$ cat src/rtl/dmem_arbiter.sv
// dmem_arbiter: round-robin arbiter and access sequencer for the single-ported
// data memory. Port 0 is the core load/store unit. Port 1 is the debug/DMA loader.
// Each accepted request runs IDLE -> ACCESS -> RESP. Illegal or misaligned
// accesses are flagged at grant time and never reach the memory.
//
// Ports:
//   clk, rst_n               clock, synchronous active-low reset
//   mN_req_valid/ready       request handshake (ready pulses on accept)
//   mN_req_we/addr/wdata/funct3  request payload (wdata unaligned, in LSBs)
//   mN_rsp_valid/ready       response handshake (held until ready)
//   mN_rsp_rdata/err         load result (0 for stores/errors), reject flag
//   MemRead/MemWrite/a/wd/Funct3  registered data-memory controls, 0 outside ACCESS
//   rd                       data-memory read data (combinational from a)
module dmem_arbiter #(
  parameter int DM_ADDRESS = 9,
  parameter int DATA_W     = 32
) (
  input  logic                  clk,
  input  logic                  rst_n,
  input  logic                  m0_req_valid,
  output logic                  m0_req_ready,
  input  logic                  m0_req_we,
  input  logic [DM_ADDRESS-1:0] m0_req_addr,
  input  logic [DATA_W-1:0]     m0_req_wdata,
  input  logic [2:0]            m0_req_funct3,
  output logic                  m0_rsp_valid,
  input  logic                  m0_rsp_ready,
  output logic [DATA_W-1:0]     m0_rsp_rdata,
  output logic                  m0_rsp_err,
  input  logic                  m1_req_valid,
  output logic                  m1_req_ready,
  input  logic                  m1_req_we,
  input  logic [DM_ADDRESS-1:0] m1_req_addr,
  input  logic [DATA_W-1:0]     m1_req_wdata,
  input  logic [2:0]            m1_req_funct3,
  output logic                  m1_rsp_valid,
  input  logic                  m1_rsp_ready,
  output logic [DATA_W-1:0]     m1_rsp_rdata,
  output logic                  m1_rsp_err,
  output logic                  MemRead,
  output logic                  MemWrite,
  output logic [DM_ADDRESS-1:0] a,
  output logic [DATA_W-1:0]     wd,
  output logic [2:0]            Funct3,
  input  logic [DATA_W-1:0]     rd
);

  typedef enum logic [1:0] {IDLE, ACCESS, RESP} state_t;

  state_t              state;
  logic                owner;
  logic                last_grant;
  logic                we_q;
  logic                err_q;
  logic                rsp_valid_q;
  logic                rsp_err_q;
  logic [DATA_W-1:0]   rdata_q;

  logic                grant_any;
  logic                grant_port;
  logic                sel_we;
  logic [DM_ADDRESS-1:0] sel_addr;
  logic [DATA_W-1:0]   sel_wdata;
  logic [2:0]          sel_f3;
  logic                sel_err;
  logic                owner_rsp_ready;

  // Grant selection: with both ports valid, the one not granted last wins.
  always_comb begin
    grant_any  = m0_req_valid | m1_req_valid;
    grant_port = (m0_req_valid && m1_req_valid) ? ~last_grant : m1_req_valid;
    if (grant_port) begin
      sel_we    = m1_req_we;
      sel_addr  = m1_req_addr;
      sel_wdata = m1_req_wdata;
      sel_f3    = m1_req_funct3;
    end else begin
      sel_we    = m0_req_we;
      sel_addr  = m0_req_addr;
      sel_wdata = m0_req_wdata;
      sel_f3    = m0_req_funct3;
    end
  end

  // Legality: size/alignment, and stores cannot use the unsigned load encodings.
  always_comb begin
    sel_err = 1'b1;
    case (sel_f3)
      3'b000: sel_err = 1'b0;
      3'b100: sel_err = sel_we;
      3'b001: sel_err = sel_addr[0];
      3'b101: sel_err = sel_we | sel_addr[0];
      3'b010: sel_err = |sel_addr[1:0];
      default: sel_err = 1'b1;
    endcase
  end

  always_comb begin
    owner_rsp_ready = owner ? m1_rsp_ready : m0_rsp_ready;
    m0_req_ready    = rst_n && (state == IDLE) && grant_any && !grant_port;
    m1_req_ready    = rst_n && (state == IDLE) && grant_any &&  grant_port;
    m0_rsp_valid    = rsp_valid_q && !owner;
    m1_rsp_valid    = rsp_valid_q &&  owner;
    m0_rsp_err      = m0_rsp_valid & rsp_err_q;
    m1_rsp_err      = m1_rsp_valid & rsp_err_q;
    m0_rsp_rdata    = m0_rsp_valid ? rdata_q : '0;
    m1_rsp_rdata    = m1_rsp_valid ? rdata_q : '0;
  end

  // ACCESS lasts exactly one cycle, so the request latch for address, data and
  // size is the memory-side output register itself.
  always_ff @(posedge clk) begin
    if (!rst_n) begin
      state       <= IDLE;
      last_grant  <= 1'b1;
      owner       <= 1'b0;
      we_q        <= 1'b0;
      err_q       <= 1'b0;
      MemRead     <= 1'b0;
      MemWrite    <= 1'b0;
      a           <= '0;
      wd          <= '0;
      Funct3      <= '0;
      rsp_valid_q <= 1'b0;
      rsp_err_q   <= 1'b0;
      rdata_q     <= '0;
    end else begin
      case (state)
        IDLE: begin
          if (grant_any) begin
            owner      <= grant_port;
            last_grant <= grant_port;
            we_q       <= sel_we;
            err_q      <= sel_err;
            MemRead    <= !sel_we && !sel_err;
            MemWrite   <=  sel_we && !sel_err;
            a          <= sel_addr;
            wd         <= sel_wdata;
            Funct3     <= sel_f3;
            state      <= ACCESS;
          end
        end
        ACCESS: begin
          MemRead     <= 1'b0;
          MemWrite    <= 1'b0;
          a           <= '0;
          wd          <= '0;
          Funct3      <= '0;
          rsp_valid_q <= 1'b1;
          rsp_err_q   <= err_q;
          rdata_q     <= (we_q || err_q) ? '0 : rd;
          state       <= RESP;
        end
        RESP: begin
          if (owner_rsp_ready) begin
            rsp_valid_q <= 1'b0;
            rsp_err_q   <= 1'b0;
            rdata_q     <= '0;
            state       <= IDLE;
          end
        end
        default: state <= IDLE;
      endcase
    end
  end

endmodule

$ cat config.mk
export PLATFORM = sky130hd
export DESIGN_NAME = dmem_arbiter
export DESIGN_NICKNAME = d
export VERILOG_FILES = /design/src/rtl/dmem_arbiter.sv
export SDC_FILE = /design/constraint.sdc
export NUM_CORES = 1
export LEC_CHECK = 0
export BUFFER_PORTS_ARGS = -buffer_cell sky130_fd_sc_hd__buf_2
export CORE_UTILIZATION = 40
export CTS_BUF_LIST = sky130_fd_sc_hd__clkbuf_2
export CTS_CLUSTER_SIZE = 28
export DETAILED_ROUTE_END_ITERATION = 6
export HOLD_SLACK_MARGIN = 0.12
export PLACE_DENSITY = 0.79
export SLEW_MARGIN = 30
export SYNTH_ARGS = -nofsm -noshare
export SYNTH_HDL_FRONTEND = slang
export SYNTH_SLANG_ARGS = --single-unit
$ cat constraint.sdc
create_clock -name clk -period 1.45 [get_ports clk]
set_input_delay 0.145 -clock clk [delete_from_list [all_inputs] [get_ports clk]]
set_output_delay 0.145 -clock clk [all_outputs]
set_load 0.005 [all_outputs]
---- After elaboration in Yosys (flattened, before gate mapping) ----
Cells that the tools add are included.
storage, ports and cells
  flip-flop bits (word level) ............. 86
  input port bits ......................... 128
  output and inout port bits .............. 116
  word-level logic and storage cells ...... 77
cells by class
  equal/unequal tests ..................... 8
  mux-type cells .......................... 28
  bitwise gates (word level) .............. 5
  reductions and logical operators ........ 23
operators by type and width
  operator                                                          count
  32-bit 2-to-1 mux                                                 6
  32-bit one-hot mux with 2 select lines                            2
  9-bit 2-to-1 mux                                                  2
  9-bit one-hot mux with 2 select lines                             1
  1-bit logical AND                                                 9
  1-bit one-hot mux with 2 select lines                             4
  2-bit AND reduction                                               4
  3-bit == test (second input constant)                             2
  1-bit 2-to-1 mux                                                  6
  3-bit 2-to-1 mux                                                  2
  2-bit one-hot mux with 3 select lines                             1
  3-bit one-hot mux with 2 select lines                             1
  1-bit one-hot mux with 5 select lines                             1
  1-bit logical NOT                                                 4
  2-bit 2-to-1 mux                                                  2
  2-bit != test (second input constant)                             2
  2-bit nonzero test                                                2
  3-bit by 1-bit == test with 1-bit output (second input constant)  1
  3-bit by 2-bit == test with 1-bit output (second input constant)  1
  3-bit logical NOT                                                 1
  1-bit bitwise AND                                                 2
  2-bit by 1-bit == test with 1-bit output (second input constant)  1
  2-bit == test (second input constant)                             1
  2-bit logical NOT                                                 1
  4 further kinds                                                   5

---- Logic depth before layout (Yosys ltp) ----
Gate-level depths: netlist (run 1).
  depth in word-level cells ............... 9
  depth in mapped cells ................... 7
  mapped depth without buffers ............ 4

---- Least setup slack after synthesis (run 1) ----
Ideal clock, no wire load.
  path type ............................... reg2reg
  start ................................... register owner
  end ..................................... register rdata_q[0]
  setup time .............................. 128 ps
  arrival ................................. 1323 ps
  required time ........................... 1322 ps
  slack ................................... -1 ps
  stages on the path, launching flop included .. 8
  buffers on the path ..................... 3
  clock period less this slack ............ 1451 ps
  path through ............................ dfxtp_1 -> buf_6 -> mux2i_1 -> or3_1 -> buf_6 -> buf_6 -> a32oi_1 -> nor2_1
between the ends
  word-level cells in the longest chain between the ends .. 3
RTL lines
  element                        line  text
  start: declaration             51    logic owner;
  start signal: assignment       131   owner <= grant_port;
  1-bit 2-to-1 mux               99    owner_rsp_ready = owner ? m1_rsp_ready : m0_rsp_ready;
  2-bit != test (no line)        --
  2-bit AND reduction (no line)  --
  end signal: assignment         151   rdata_q <= (we_q || err_q) ? '0 : rd;
  end: declaration               57    logic [DATA_W-1:0] rdata_q;
No other way between the ends.
A chain may end at the register's enable or synchronous reset.

---- Final worst setup path (run 1) ----
  start ................................... register owner
  end ..................................... register rdata_q[12]
The elaborated chain is that of the path after synthesis.

==> impl_metrics.csv, run 1 <==
group,metric,value,unit
timing,min_period,1.97,ns
finish,areaGrowthSynthToFinish,111,%
pwr,pwr_density_cell,768,nW/um^2
hold_path,min_path_type,"in -> reg",
run_status,outcome,"finished, violations left",
cts,cts_buffers,9,
critical_path,required,1.88,ns
synthesis,yosys_warnings,0,
routing,vias_per_cell,6.05,
finish,diodes,0,
place,globalplace.congestion,0.817,
floorplanning,die_w,101,um
timing,rsz0062_at_grt,"yes",
cts,insertion_delay,0.58,ns
timing,clock_skew,0.0697,ns
timing,max_clock_freq,508,MHz
critical_path,r2r_setup_slack,-0.52,ns
critical_path,critPathLaunchType,"flop",
critical_path,crit_type,"reg -> reg",
place,port-buffer-count,243,
timing,fin_crit_sh,136,%
timing,hold_slack,0.257,ns
pwr,combinationalPowerShare,34.9,%
floorplanning,die_area,10200,um^2
pwr,peakVddDrop,0.503,mV
synthesis,ys_seq_area_share,43.8,%
cts,cts_tree,"done",
critical_path,crit_path_end_kind,"flop",
floorplanning,die_h,101,um
routing,route.detailed.drc,0,
timing,final_max_slew_viol_count,0,
cts,cts_max_level,3,
global_routing,grt_pass1_vias,5433,
synthesis,yosysUniqueCellTypes,34,
synthesis,synthArstFlopShare,0,%
routing,drtIter0Drc,453,
synthesis,synth_seq_cells,86,
synthesis,synth_edf_count,0,
cts,clkSinkCount,86,
hold_path,hold_path_depth,5,
run_status,violations,"setup timing",
place,dpl_cell_area,5330,um^2
critical_path,reg2reg_from,"owner",
global_routing,grt_max_degree,36,
critical_path,cp_max_fo,8,
pwr,intPower,4120,uW
routing,vias,5906,
pwr,seqPwrFrac,43.6,%
floorplanning,initial_core_util,42.0,%
synthesis,synth_largest_area_cell,"dfxtp_1",
timing,finalHoldViolCount,0,
run,max_cap_violations,0,
synthesis,synth_most_common_cell,"dfxtp_1",
timing,worst_pin_slew,0.533,ns
floorplanning,io-pin-count,244,
cts,clk_pin_slew,0.28,ns
place,dpl.hpwl,8750,um
timing,fin_tns_setup,-40.44,ns
global_routing,grt_usage,34.5,%
synthesis,syn_inst,442,
synthesis,synthFlopType,"dfxtp_1",
timing,setup_violations,151,
place,place_ws,0.0190,ns
synthesis,yosysTopAreaCellShare,43.8,%
floorplanning,fp-row-count,35,
global_routing,antenna_found_initial,0,
global_routing,grt_pass1_wl,27100,um
synthesis,synthTopCellsByArea,"dfxtp_1 44%, mux2i_1 12%, a32oi_1 7.1%",
critical_path,reg2reg_depth,8,
finish,finalNetCount,970,
synthesis,syn-cell-area,3940,um^2
synthesis,netlist_top_cells_count,"86 x dfxtp_1, 46 x mux2i_1, 45 x nand2_1, 39 x o21ai_1, 38 x nor2_1",
pwr,leakage,0.00413,uW
cts,cts_root_buf,"clkbuf_2",
global_routing,grt_overflow,0,
routing,wl,24300,um
cts,max-clock-path-buffers,2,
finish,finalInstanceArea,8290,um^2
routing,ant_nets,0,
floorplanning,coreArea,9370,um^2
timing,slew_headroom,64.1,%
pwr,swShare,35.3,%
critical_path,r2r_end,"rdata_q[12]",
pwr,power.total,6360,uW
pwr,p_switching,2250,uW
routing,wire_per_inst,24.9,um
finish,drive_gt1_share,54.5,%
timing,setup_ws,-0.517,ns
synthesis,synth_nets,570,
synthesis,syn_avg_cell_area,8.90,um^2
routing,dr.pass1.iters,5,
pwr,pwr-share-clk,21.5,%
hold_path,hp-start,"m1_req_valid",
hold_path,hold_path_end,"MemRead",
critical_path,cp.arrival,2.40,ns
metal layers:
layer | share of wire, % | routed length (um) | up-vias | GRT usage (%)
met4 | 8.9 | 2160 | 0 | 22.1
met2 | 46 | 11300 | 638 | 61.9
li1 | - | - | 2386 | -
met3 | 12 | 2880 | 203 | 10.0
met1 | 33 | 7990 | 2679 | 35.1
met5 | 0 | 0 | - | 0
layout by cell type, fill, tap and decap left out, types with 21 or more instances in the layout:
cell	instances
dlygate4sd3_1	126
mux2i_1	35
and2_1	21
o21ai_2	34
nor2_1	35
nand2_4	23
buf_2	217
buf_6	34
dfxtp_1	81
and3_1	21
timing repair:
item                                    CTS  global route
endpoints found under the setup margin   76           149
hold buffers                            126             0
hold endpoints to repair                 85             0
buffers inserted                         12            13
pin swaps                                41            41
resized for setup                        34           201
gates cloned                              7            12
area by class of cell:
type / count / area (um^2)
Clock buffer: 9 / 45.0
Fill cell: 386 / 1080
Clock inverter: 7 / 72.6
Timing Repair Buffer: 429 / 3590
Tap cell: 129 / 161
Inverter: 4 / 15.0
Sequential cell: 86 / 1740
Multi-Input combinational cell: 312 / 2670
cells by family (layout without fill, tap and decap cells):
family / count (synthesis) / after routing / share of synthesized area [%]
simple gates: 168 / 168 / 21.5
compound gates: 97 / 97 / 16.4
flops: 86 / 86 / 43.8
mux: 47 / 47 / 12.0
buf+inv: 44 / 449 / 6.30
flip-flops by register name, summed over array words and instances, names as in the netlist:
register     count
err_q            1
a                9
rsp_valid_q      1
owner            1
MemRead          1
rdata_q         32
state            2
rsp_err_q        1
wd              32
MemWrite         1
we_q             1
Funct3           3
last_grant       1
stage by stage:
stage	cells	util [%]
after floorplan	442	-
after global placement	793	56.9
after detailed placement	793	56.9
after CTS	953	75.9
after global routing	976	88.4
final	976	88.4
worst max-delay path by stage:
stage,to,slack [ns],start
finish,rdata_q[12],-0.52,owner
global route,rdata_q[12],-0.56,owner
CTS,m0_rsp_rdata[17],-0.42,owner
detailed placement,wd[1],0.02,state[0]
global placement,rdata_q[0],0.07,owner
floorplan,rdata_q[0],-0.001,owner
power by group through the flow:
| stage | combinational [uW] | clock [uW] | sequential, uW |
|---|---|---|---|
| CTS | 1590 | 1280 | 2680 |
| floorplan | 575 | 0 | 2710 |
| detailed placement | 1100 | 0 | 2720 |
| global route | 2270 | 1420 | 2780 |
| global placement | 1060 | 0 | 2710 |
| finish | 2220 | 1370 | 2770 |
critical path, cell delays in order (launching register included):
cell and delay (ns):
dfxtp_4 0.41, buf_4 0.14, buf_8 0.13, buf_6 0.12, mux2i_4 0.17, or3_4 0.41
clkbuf_16 0.20, a32oi_1 0.22, nor2_1 0.06
Power figures use the tool's default switching activity.
==> run 2, diff against run 1 <==
--- a/config.mk
+++ b/config.mk
@@ -6,12 +6,14 @@
 export NUM_CORES = 1
 export LEC_CHECK = 0
 export BUFFER_PORTS_ARGS = -buffer_cell sky130_fd_sc_hd__buf_2
+export CORE_MARGIN = 8
 export CORE_UTILIZATION = 40
 export CTS_BUF_LIST = sky130_fd_sc_hd__clkbuf_2
 export CTS_CLUSTER_SIZE = 28
 export DETAILED_ROUTE_END_ITERATION = 6
 export HOLD_SLACK_MARGIN = 0.12
 export PLACE_DENSITY = 0.79
+export SKIP_CTS_REPAIR_TIMING = 1
 export SLEW_MARGIN = 30
 export SYNTH_ARGS = -nofsm -noshare
 export SYNTH_HDL_FRONTEND = slang
==> run 2 against run 1 <==
  * The flow still finishes with violations (setup timing)
  * Non-clock buffer count decreased by 18
  * Clock power fell by 24%
  * Sequential share of layout area is 2.3 points higher
  * Worst setup slack better by 0.13 ns
  * Clock-buffer cell count rose by 1
  * First-iteration DRC count rose by 49%
  * Core utilization fell by 12 points
  * Routed wire length is 14% lower
  * Clock skew fell by 0.030 ns
  * Register-to-register slack gained 0.41 ns
==> impl_metrics.csv, run 2 (synthesis results as in run 1) <==
group,metric,value,unit
routing,drtIter0Drc,673,
finish,filler_cell_count,535,
routing,dr.pass1.iters,5,
timing,clock_skew,0.0399,ns
cts,cts_tree,"done",
cts,cts_max_level,3,
pwr,peakVddDrop,0.485,mV
routing,wire_per_inst,21.6,um
place,port-buffer-count,243,
routing,route.detailed.drc,0,
timing,fin_tns_setup,-18.57,ns
global_routing,antenna_found_initial,1,
critical_path,cp-startpoint,"last_grant",
cts,cts_buffers,9,
floorplanning,die_h,115,um
finish,finalNetCount,952,
finish,areaGrowthSynthToFinish,89.0,%
critical_path,cp.arrival,1.69,ns
cts,clk_pin_slew,0.22,ns
global_routing,grt_usage,19.2,%
timing,final_max_slew_viol_count,0,
timing,setup_violations,139,
timing,max_clock_freq,544,MHz
place,place_inst,797,
place,globalplace.congestion,0.813,
run_status,violations,"setup timing",
timing,min_period,1.84,ns
finish,final_cell_mix,"242 x buf_2, 126 x dlygate4sd3_1, 81 x dfxtp_1",
hold_path,hp-start,"m0_req_valid",
pwr,leakage,0.00373,uW
finish,final_cells,965,
floorplanning,io-pin-count,244,
cts,clkSinkCount,86,
critical_path,required,1.31,ns
cts,cts_root_buf,"clkbuf_2",
run_status,outcome,"finished, violations left",
finish,mostFrequentLayoutCell,"buf_2",
routing,vias,5369,
critical_path,reg2reg_depth,6,
finish,multi_input_area,2280,um^2
critical_path,reg2reg_from,"state[0]",
global_routing,grt_overflow,0,
floorplanning,fp-row-count,36,
finish,largestRegisters,"rdata_q: 32 flops, wd: 32 flops, a: 9 flops",
run,max_cap_violations,0,
global_routing,grt_pass1_vias,4235,
floorplanning,die_area,13300,um^2
hold_path,hold_path_depth,6,
floorplanning,coreArea,9680,um^2
floorplanning,initial_core_util,40.6,%
pwr,pwr_density_cell,751,nW/um^2
timing,setup_ws,-0.388,ns
cts,max-clock-path-buffers,2,
timing,finalHoldViolCount,0,
critical_path,cp_max_fo,12,
place,dpl.hpwl,10400,um
finish,fin_util,76.8,%
timing,worst_pin_slew,0.537,ns
place,place_ws,0.0130,ns
routing,wl,20800,um
timing,rsz0062_at_grt,"yes",
floorplanning,die_w,115,um
timing,fin_crit_sh,127,%
critical_path,crit_type,"reg -> out",
global_routing,grt_max_degree,45,
critical_path,crit_path_end_kind,"output port",
routing,vias_per_cell,5.56,
hold_path,min_path_type,"in -> reg",
routing,ant_nets,0,
global_routing,grt_pass1_wl,20500,um
cts,insertion_delay,0.56,ns
finish,seq_area,1730,um^2
finish,drive_gt1_share,44.1,%
timing,slew_headroom,63.9,%
critical_path,critPathLaunchType,"flop",
-- run 2: cell count changes in the layout (fill, tap and decap cells not counted), sizes merged --
cell    change
buf        -18
bufbuf      -1
bufinv      -1
clkbuf      +2
clkinv      +2
diode       +3
inv         -2
-- run 2: area by class of cell --
cell class / instances / share of cell area, %
clock buffers: 10 / 0.673
multi-input cells: 312 / 30.7
inverters: 4 / 0.202
diodes: 3 / 0.101
flip-flops and latches: 86 / 23.3
clock inverters: 6 / 0.387
repair buffers: 411 / 42.4
well taps: 133 / 2.24
-- run 2: worst paths after layout --
kind / to / slack, ns
worst max-delay path: m0_req_ready / -0.39
worst min-delay path: owner / 0.19
worst max register to register: wd[26] / -0.11
worst min register to register: wd[19] / 0.48
-- run 2: critical path, cell delays in order, from the launching register on --
cell and delay, ns:
dfxtp_2 0.39, a21boi_4 0.24, buf_12 0.20, buf_12 0.15, nor2_2 0.05, buf_2 0.12
-- run 2: per-stage QoR --
step,cell area [um^2],hold WS (ns),total power (uW)
floorplan,3940,0.217,3280
global placement,5370,0.359,3800
detailed placement,5370,0.361,3850
CTS,5450,-0.224,4860
global route,7430,0.158,5800
finish,7440,0.186,5580
-- run 2: layer usage --
layer	global-route usage [%]	wire length (um)
met1	19.5	7100
met2	34.8	9970
met3	7.25	2580
met4	7.36	1150
met5	0	0
-- run 2: power breakdown --
group          switching, uW  internal (uW)  leakage (uW)
clock                    827            210     0.0000542
combinational            861            960       0.00297
sequential               165           2560      0.000706
total                   1850           3730       0.00373
==> run 3, diff against run 2 <==
--- a/config.mk
+++ b/config.mk
@@ -9,10 +9,11 @@
 export CORE_MARGIN = 8
 export CORE_UTILIZATION = 40
 export CTS_BUF_LIST = sky130_fd_sc_hd__clkbuf_2
+export CTS_CLUSTER_DIAMETER = 30
 export CTS_CLUSTER_SIZE = 28
 export DETAILED_ROUTE_END_ITERATION = 6
 export HOLD_SLACK_MARGIN = 0.12
-export PLACE_DENSITY = 0.79
+export PLACE_DENSITY = 0.87
 export SKIP_CTS_REPAIR_TIMING = 1
 export SLEW_MARGIN = 30
 export SYNTH_ARGS = -nofsm -noshare
==> run 3 against run 2 <==
  * The flow still finishes with violations (setup timing)
  * Global-route usage about the same
  * Critical path type unchanged
  * Flip-flop and latch count unchanged
  * Largest cell class unchanged
  * Combinational power up 8%
  * Fmax down 2.7%
  * Via count up 4.1%
  * Worst setup slack worse by 0.050 ns
  * Largest power group unchanged
  * First-iteration DRC count down 7.7%
==> impl_metrics.csv, run 3 (synthesis results as in run 1) <==
group,metric,value,unit
run_status,outcome,"finished, violations left",
run_status,violations,"setup timing",
place,dpl_cell_area,5390,um^2
timing,slew_headroom,54.5,%
finish,filler_cell_count,471,
global_routing,antenna_found_initial,0,
timing,min_period,1.89,ns
cts,max-clock-path-buffers,2,
cts,cts_root_buf,"clkbuf_2",
timing,setup_violations,125,
critical_path,reg2reg_from,"state[0]",
run,max_cap_violations,0,
routing,ant_nets,0,
floorplanning,die_h,115,um
finish,areaGrowthSynthToFinish,99.4,%
finish,mostFrequentLayoutCell,"buf_2",
routing,dr.pass1.iters,5,
finish,drive_gt1_share,48.5,%
critical_path,cp.arrival,1.74,ns
critical_path,cp_max_fo,8,
pwr,swShare,31.2,%
critical_path,crit_type,"reg -> out",
place,place_inst,799,
routing,wire_per_inst,23.1,um
finish,largestRegisters,"rdata_q: 32 flops, wd: 32 flops, a: 9 flops",
floorplanning,initial_core_util,40.6,%
routing,vias,5591,
cts,cts_max_level,3,
global_routing,grt_max_degree,45,
global_routing,grt_pass1_wl,20500,um
place,port-buffer-count,243,
critical_path,crit_slowest_cell,"dfxtp_2",
floorplanning,die_w,115,um
place,dpl.hpwl,10500,um
timing,clock_skew,0.0443,ns
pwr,power.total,6310,uW
place,place_ws,-0.0181,ns
pwr,pwr_density_cell,804,nW/um^2
global_routing,grt_pass1_vias,4262,
hold_path,hp-start,"rst_n",
finish,final_cell_mix,"224 x buf_2, 126 x dlygate4sd3_1, 82 x dfxtp_1",
timing,final_max_slew_viol_count,0,
finish,multi_input_area,2360,um^2
critical_path,cp-startpoint,"owner",
place,globalplace.congestion,0.886,
timing,fin_crit_sh,130,%
timing,worst_pin_slew,0.676,ns
timing,fin_tns_setup,-26.74,ns
floorplanning,fp-row-count,36,
pwr,seqPwrFrac,43.4,%
critical_path,critPathLaunchType,"flop",
critical_path,crit_path_max_incr_delay,0.38,ns
floorplanning,coreArea,9680,um^2
global_routing,grt_overflow,0,
cts,clkSinkCount,86,
cts,cts_buffers,9,
critical_path,path_common_cell,"buf_6",
cts,clk_pin_slew,0.24,ns
routing,drtIter0Drc,621,
floorplanning,die_area,13300,um^2
pwr,combinationalPowerShare,31.2,%
pwr,intPower,4340,uW
finish,final_cells,977,
routing,route.detailed.drc,0,
timing,max_clock_freq,530,MHz
critical_path,crit_path_end_kind,"output port",
routing,vias_per_cell,5.72,
cts,insertion_delay,0.59,ns
pwr,p_switching,1970,uW
timing,rsz0062_at_grt,"yes",
hold_path,min_path_type,"in -> reg",
pwr,peakVddDrop,0.506,mV
routing,wl,22600,um
pwr,leakage,0.00387,uW
timing,setup_ws,-0.439,ns
critical_path,required,1.31,ns
cts,cts_tree,"done",
global_routing,grt_usage,19.2,%
floorplanning,io-pin-count,244,
critical_path,cp_cell_sequence,"buf_6, nor2b_4, buf_12, buf_6, and2_1, buf_2",
timing,finalHoldViolCount,0,
finish,finalNetCount,966,
finish,finalInstanceArea,7850,um^2
pwr,pwr-share-clk,25.4,%
finish,seq_area,1730,um^2
[run 3: path summary, 6_finish.rpt]
path                                          to  slack [ns]  depth (start not counted)
worst min register to register             wd[2]        0.47                          2
worst max-delay path            m0_rsp_rdata[19]       -0.44                          6
worst min-delay path                 rdata_q[26]        0.15                          4
worst max register to register            wd[30]       -0.23                          6
[run 3: final cells by class]
| class | count | area share [%] |
|---|---|---|
| Antenna cell | 2 | 0.0638 |
| Clock buffer | 9 | 0.574 |
| Clock inverter | 6 | 1.42 |
| Inverter | 4 | 0.255 |
| Multi-Input combinational cell | 312 | 30.1 |
| Sequential cell | 86 | 22.1 |
| Tap cell | 133 | 2.12 |
| Timing Repair Buffer | 425 | 43.4 |
[run 3: power by group through the flow]
stage	sequential [uW]	clock, uW	combinational [uW]
2_1_floorplan	2710	0	575
3_3_place_gp	2710	0	1100
3_5_place_dp	2720	0	1150
4_1_cts	2670	1590	1150
5_1_grt	2750	1720	2050
6_report	2740	1600	1970
[run 3: layer usage]
layer	vias to the layer above	part of all wire (%)	wire length, um	global-route usage (%)
met5	-	0	0	0
met4	0	5.6	1260	6.22
met3	116	12	2600	6.99
met2	478	48	10900	35.7
met1	2629	35	7850	19.5
li1	2368	-	-	-
[run 3: metrics by stage]
stage | utilization [%] | hold WS, ns
final | 81.0 | 0.146
after global routing | 81.0 | 0.119
after CTS | 57.2 | -0.242
after detailed placement | 55.6 | 0.373
after global placement | 55.6 | 0.359
after floorplan | - | 0.217
[run 3: critical path, delay by kind of cell (launching register included)]
family	cells	cell delay, ns
buffers and inverters	4	0.53
flip-flops	1	0.38
AND/OR/NAND/NOR	2	0.27
